===== src/rtl/generic_mux.sv =====
// -----------------------------------------------------------------------------
// generic_mux
//
// Parameterised 2^N-to-1 multiplexer over K-bit data blocks.
// Y is a purely combinational selection (zero latency) for datapath select
// logic. Y_r is a one-cycle registered copy for downstream pipelines.
//
// Parameters:
//   N  select width; the mux has 2^N input blocks (N >= 1)
//   K  width of each data block and of the outputs (K >= 1)
//
// Ports:
//   clk      in   1          rising-edge clock
//   rst      in   1          synchronous active-high reset (registered path only)
//   D        in   (2^N)*K    packed blocks, block i at D[i*K +: K], block 0 in LSBs
//   S        in   N          unsigned select index
//   Y        out  K          combinational selected block, D[S*K +: K]
//   Y_r      out  K          Y registered, one-cycle latency, cleared by rst
//
// Optional feature, enabled by defining GENERIC_MUX_PARITY_EN:
//   Y_par    out  1          XOR reduction of Y (combinational)
//   Y_r_par  out  1          XOR reduction of Y registered on the same edge as
//                            Y_r, cleared by rst
// With the macro undefined, the port list is exactly clk, rst, D, S, Y, Y_r.
// -----------------------------------------------------------------------------
module generic_mux #(
    parameter int N = 3,
    parameter int K = 8
) (
    input  logic                 clk,
    input  logic                 rst,
    input  logic [(2**N)*K-1:0]  D,
    input  logic [N-1:0]         S,
    output logic [K-1:0]         Y,
    output logic [K-1:0]         Y_r
`ifdef GENERIC_MUX_PARITY_EN
    ,
    output logic                 Y_par,
    output logic                 Y_r_par
`endif
);

    localparam int NBLK = 2**N;

    // Unpack the flat bus into an array of blocks. An N-bit select indexes
    // exactly NBLK entries, so there is no out-of-range case to handle.
    logic [K-1:0] blk [NBLK];

    for (genvar i = 0; i < NBLK; i++) begin : g_unpack
        assign blk[i] = D[i*K +: K];
    end

    assign Y = blk[S];

    // Registered copy of the selected block.
    logic [K-1:0] y_r_d;
    logic [K-1:0] y_r_q;

    assign y_r_d = Y;

    always_ff @(posedge clk) begin
        if (rst) begin
            y_r_q <= '0;
        end else begin
            y_r_q <= y_r_d;
        end
    end

    assign Y_r = y_r_q;

`ifdef GENERIC_MUX_PARITY_EN
    // Parity is taken from the live Y so the registered parity lines up with
    // Y_r on the same edge rather than being recomputed from Y_r.
    logic y_r_par_d;
    logic y_r_par_q;

    assign Y_par     = ^Y;
    assign y_r_par_d = ^Y;

    always_ff @(posedge clk) begin
        if (rst) begin
            y_r_par_q <= 1'b0;
        end else begin
            y_r_par_q <= y_r_par_d;
        end
    end

    assign Y_r_par = y_r_par_q;
`endif

endmodule


===== config.mk =====
export PLATFORM = sky130hd
export DESIGN_NAME = generic_mux
export DESIGN_NICKNAME = d
export VERILOG_FILES = /design/src/rtl/generic_mux.sv
export SDC_FILE = /design/constraint.sdc
export NUM_CORES = 1
export LEC_CHECK = 0
export ABC_AREA = 0
export CORE_ASPECT_RATIO = 0.6
export CORE_MARGIN = 2
export CORE_UTILIZATION = 31
export DETAILED_ROUTE_END_ITERATION = 8
export GPL_ROUTABILITY_DRIVEN = 0
export PLACE_DENSITY = 0.95
export SYNTH_ARGS = -nofsm -noshare
export SYNTH_HDL_FRONTEND = slang
export SYNTH_SLANG_ARGS = --single-unit
export TNS_END_PERCENT = 50

===== constraint.sdc =====
create_clock -name clk -period 2.7 [get_ports clk]
set_clock_uncertainty 0.15 [all_clocks]
set_input_delay 0.54 -clock clk [delete_from_list [all_inputs] [get_ports clk]]
set_output_delay 0.54 -clock clk [all_outputs]
set_load 0.01 [all_outputs]

# Word-level counts from Yosys, hierarchy flattened
# Index checks and enable logic that the tools add are counted.
[word_totals]
out_inout_bits = 16
reg_bits = 8
wordCells = 6
inputBits = 69
[classes]
mux = 3
bitwise = 1
n_lt_le_gt_ge = 1
[ops]
columns = ["cell", "count"]
rows = [
  ["8-bit binary-select mux with 3-bit select", 1],
  ["8-bit 2-to-1 mux", 2],
  ["4-bit >= comparator, second input constant", 1],
  ["3-bit NOT with 4-bit output", 1],
]

# Longest topological paths before layout
[logic_depth]
depth_word = 4
ltp_mapped = 6
ltp_nobuf = 3

# Least setup slack after synthesis
# Ideal clock, no wire load.
[synth_path]
path_kind = "input -> output"
start = "input port S[0]"
end = "output port Y[2]"
arrival_time_ns = 1.441
slack_ns = 0.569
path_stages = 5
t_required_ns = 2.010
cell_sequence = "buf_6 -> buf_12 -> buf_12 -> mux2i_1 -> a211oi_1"
[synth_between]
elab_chain_cells = 4
[synth_lines]
columns = ["item", "line_no", "text"]
rows = [
  ["from (decl)", "33", "input logic [N-1:0] S,"],
  ["3-bit NOT with 4-bit output (implied by the code)", "53", "assign Y = blk[S];"],
  ["8-bit binary-select mux with 3-bit select", "53", ""],
  ["8-bit 2-to-1 mux (implied by the code) (2 in a row)", "53", ""],
  ["to (decl)", "34", "output logic [K-1:0] Y,"],
]
# Every way passes these cells. The select of a mux whose other input is x is not followed.

# Final worst setup path
[layout_path]
start = "input port S[0]"
end = "output port Y[3]"
# The elaborated chain is that of the path after synthesis.

==> results_dict.tcl <==
set metrics [dict create \
    synth-main-ff-cell "dfxtp_1" \
    hold_ws_ps 941.9 \
    status "finished, final reports clean" \
    slowest_delay_ps 340 \
    tns_ps 0 \
    drt-total-wl_um 3357 \
    stdcell_area_mm2 0.001893 \
    sequentialPowerShare 0.230 \
    drt_iter0_markers 23 \
    synth_fp_nets 153 \
    core_area_mm2 0.002505 \
    clock_power_share 0.255 \
    vdd_drop_max_v 0.0002158 \
    critPathTopFamily "buffers and inverters" \
    fillers 193 \
    drt_pass1_iterations 4 \
    cp-startpoint "S[0]" \
    grt_max_degree 13 \
    power_frac_comb 0.514 \
    finalHoldViolCount 0 \
    cts-root-buf "clkbuf_8" \
    rsz0062_at_grt "no" \
    start_util 0.3247 \
    finalWorstSetupSlack_ps 87.67 \
    cts_tree "built" \
    total_power_uw 576.5 \
    yosys_warnings 0 \
    p_int_uw 422.5 \
    rows 14 \
    min-delay-start "S[2]" \
    chipWidth_um 70.13 \
    min_period_over_period 0.9675 \
    hpwl_um 2680 \
    path_cells "clkdlybuf4s15_2, bufbuf_16, mux2_2, o22ai_2, nor2_1, dlygate4sd2_1" \
    ant_nets 0 \
    grt_pass1_vias 1150 \
    synth-edff-count 0 \
    cp_data_arrival_time_ps 1920 \
    ys_ff_latch 8 \
    p_sw_uw 154.1 \
    diodes 0 \
    max_freq_mhz 382.8 \
    synth_top_area_share 0.2215 \
    regArea_um2 160.2 \
    max-slew-margin-rel 0.7447 \
    finish.net_count 256 \
    antenna_found_initial 0 \
    grt_usage 0.2242 \
    cp_slowest_cell "mux2_2" \
    leakagePower_nw 0.7793 \
    via_count 1082 \
    drc 0 \
    clkTransAtPathRegs_ps 40 \
    critPathBufInv 3 \
    pwr_density_cell_mw_per_mm2 304.5 \
    yosys.cell_count.top_type "mux2_2" \
    postLayoutCoreUtil 0.7557 \
    syn_inst 84 \
    die_h_um 43.68 \
    ios 85 \
    required_ps 2010 \
    grt_overflow_total 0 \
    end_kind "primary output" \
    setup_viol 0 \
    syn_area_per_cell_um2 9.682 \
    async_flop_share 0 \
    routed_via_density 4.986 \
    cts-htree-levels 1 \
    fin_cells 217 \
    holdCritPathClass "in2reg" \
    largest_reg_flops 8 \
    multi_input_comb_area_um2 623.1 \
    synthToLayoutAreaGrowth_pct 132.8 \
    netlist_area_um2 813.3 \
    synth.distinct_cells 18 \
    crit_type "in2out" \
    cts_buffers 3 \
    grt_pass1_wl_um 5216 \
    cp-start-kind "primary input" \
    critical_path.max_fanout 10 \
    portBuffers 84 \
    min_period_ps 2612 \
    ys_seq_area_frac 0.1969 \
    cap_viol_max_count 0 \
    final_max_slew_viol_count 0 \
    post_dp_cell_area_mm2 0.001774 \
    tightest_slew_ps 381.8 \
    synth.area.top_cells "mux2_2 (22%), dfxtp_1 (20%), mux2i_1 (16%), o22ai_1 (6.2%), a211oi_1 (5.5%)" \
    dieArea_mm2 0.003063 \
    wl_per_cell_um 15.47 \
    yosysTopAreaCell "mux2_2" \
    post-place-ws_ps -455.5 \
    drive_above_1_share 0.2757 \
    swShare 0.2672 \
    cts_sinks 8 \
    clockBufferDepth 2 \
    synth_common_cells "mux2_2 (16), mux2i_1 (13), dfxtp_1 (8), o22ai_1 (8)" \
    dp_cells 212 \
]
## worst paths after layout
kind	to	slack (ps)	cells past startpoint
min	Y_r[4]	940	3
max	Y[3]	90	6
## final cells by class
class                   count  share of cell area
repair buffers            105              0.5433
flip-flops and latches      8             0.08460
multi-input cells          69              0.3291
clock buffers               3             0.02181
well taps                  32             0.02115
## timing repair
item                       in CTS  in global routing
gates resized for setup        22                  2
buffers inserted                1                  0
gates cloned                    1                  0
setup endpoints to repair       8                  2
hold buffers                    0                  0
pin swaps                       0                  0
hold endpoints to repair        0                  0
## power groups by stage
stage | Combinational (mW) | Clock (mW) | Sequential, mW
2_1_floorplan | 0.102 | 0 | 0.141
3_3_place_gp | 0.283 | 0 | 0.134
3_5_place_dp | 0.290 | 0 | 0.135
4_1_cts | 0.294 | 0.147 | 0.133
5_1_grt | 0.316 | 0.157 | 0.133
6_report | 0.297 | 0.147 | 0.133
## cells in the final DEF (no fill, tap or decap), drive strengths merged, types with 2 or more instances in the layout
cell / netlist / routed
mux2i: 13 / 13
dlygate4sd2: 0 / 10
mux2: 16 / 16
a2111oi: 3 / 3
buf: 5 / 20
o22ai: 8 / 8
a211oi: 6 / 6
clkdlybuf4s50: 0 / 73
a22o: 5 / 5
clkbuf: 2 / 3
nor2b: 4 / 4
nand2b: 2 / 2
nor3: 5 / 5
dfxtp: 8 / 8
nor2: 6 / 6
## kinds of logic (layout without fill, tap and decap cells)
logic type / count (synthesis) / in the layout / share of synthesized area
mux: 29 / 29 / 0.3815
simple gates: 18 / 18 / 0.1092
buf+inv: 7 / 108 / 0.09229
flops: 8 / 8 / 0.1969
compound gates: 22 / 22 / 0.2200
## worst min-delay path, stage by stage
cell and delay (ps):
dlygate4sd2_1 340, nor2_4 280, a2111oi_2 110
## metal layers
metal / part of all wire / global-route usage
met5: 0 / 0
met2: 0.51 / 0.4286
met1: 0.41 / 0.2489
met3: 0.074 / 0.07442
met4: 0.0077 / 0.04615
No activity file was read; power rests on OpenSTA's default activity.
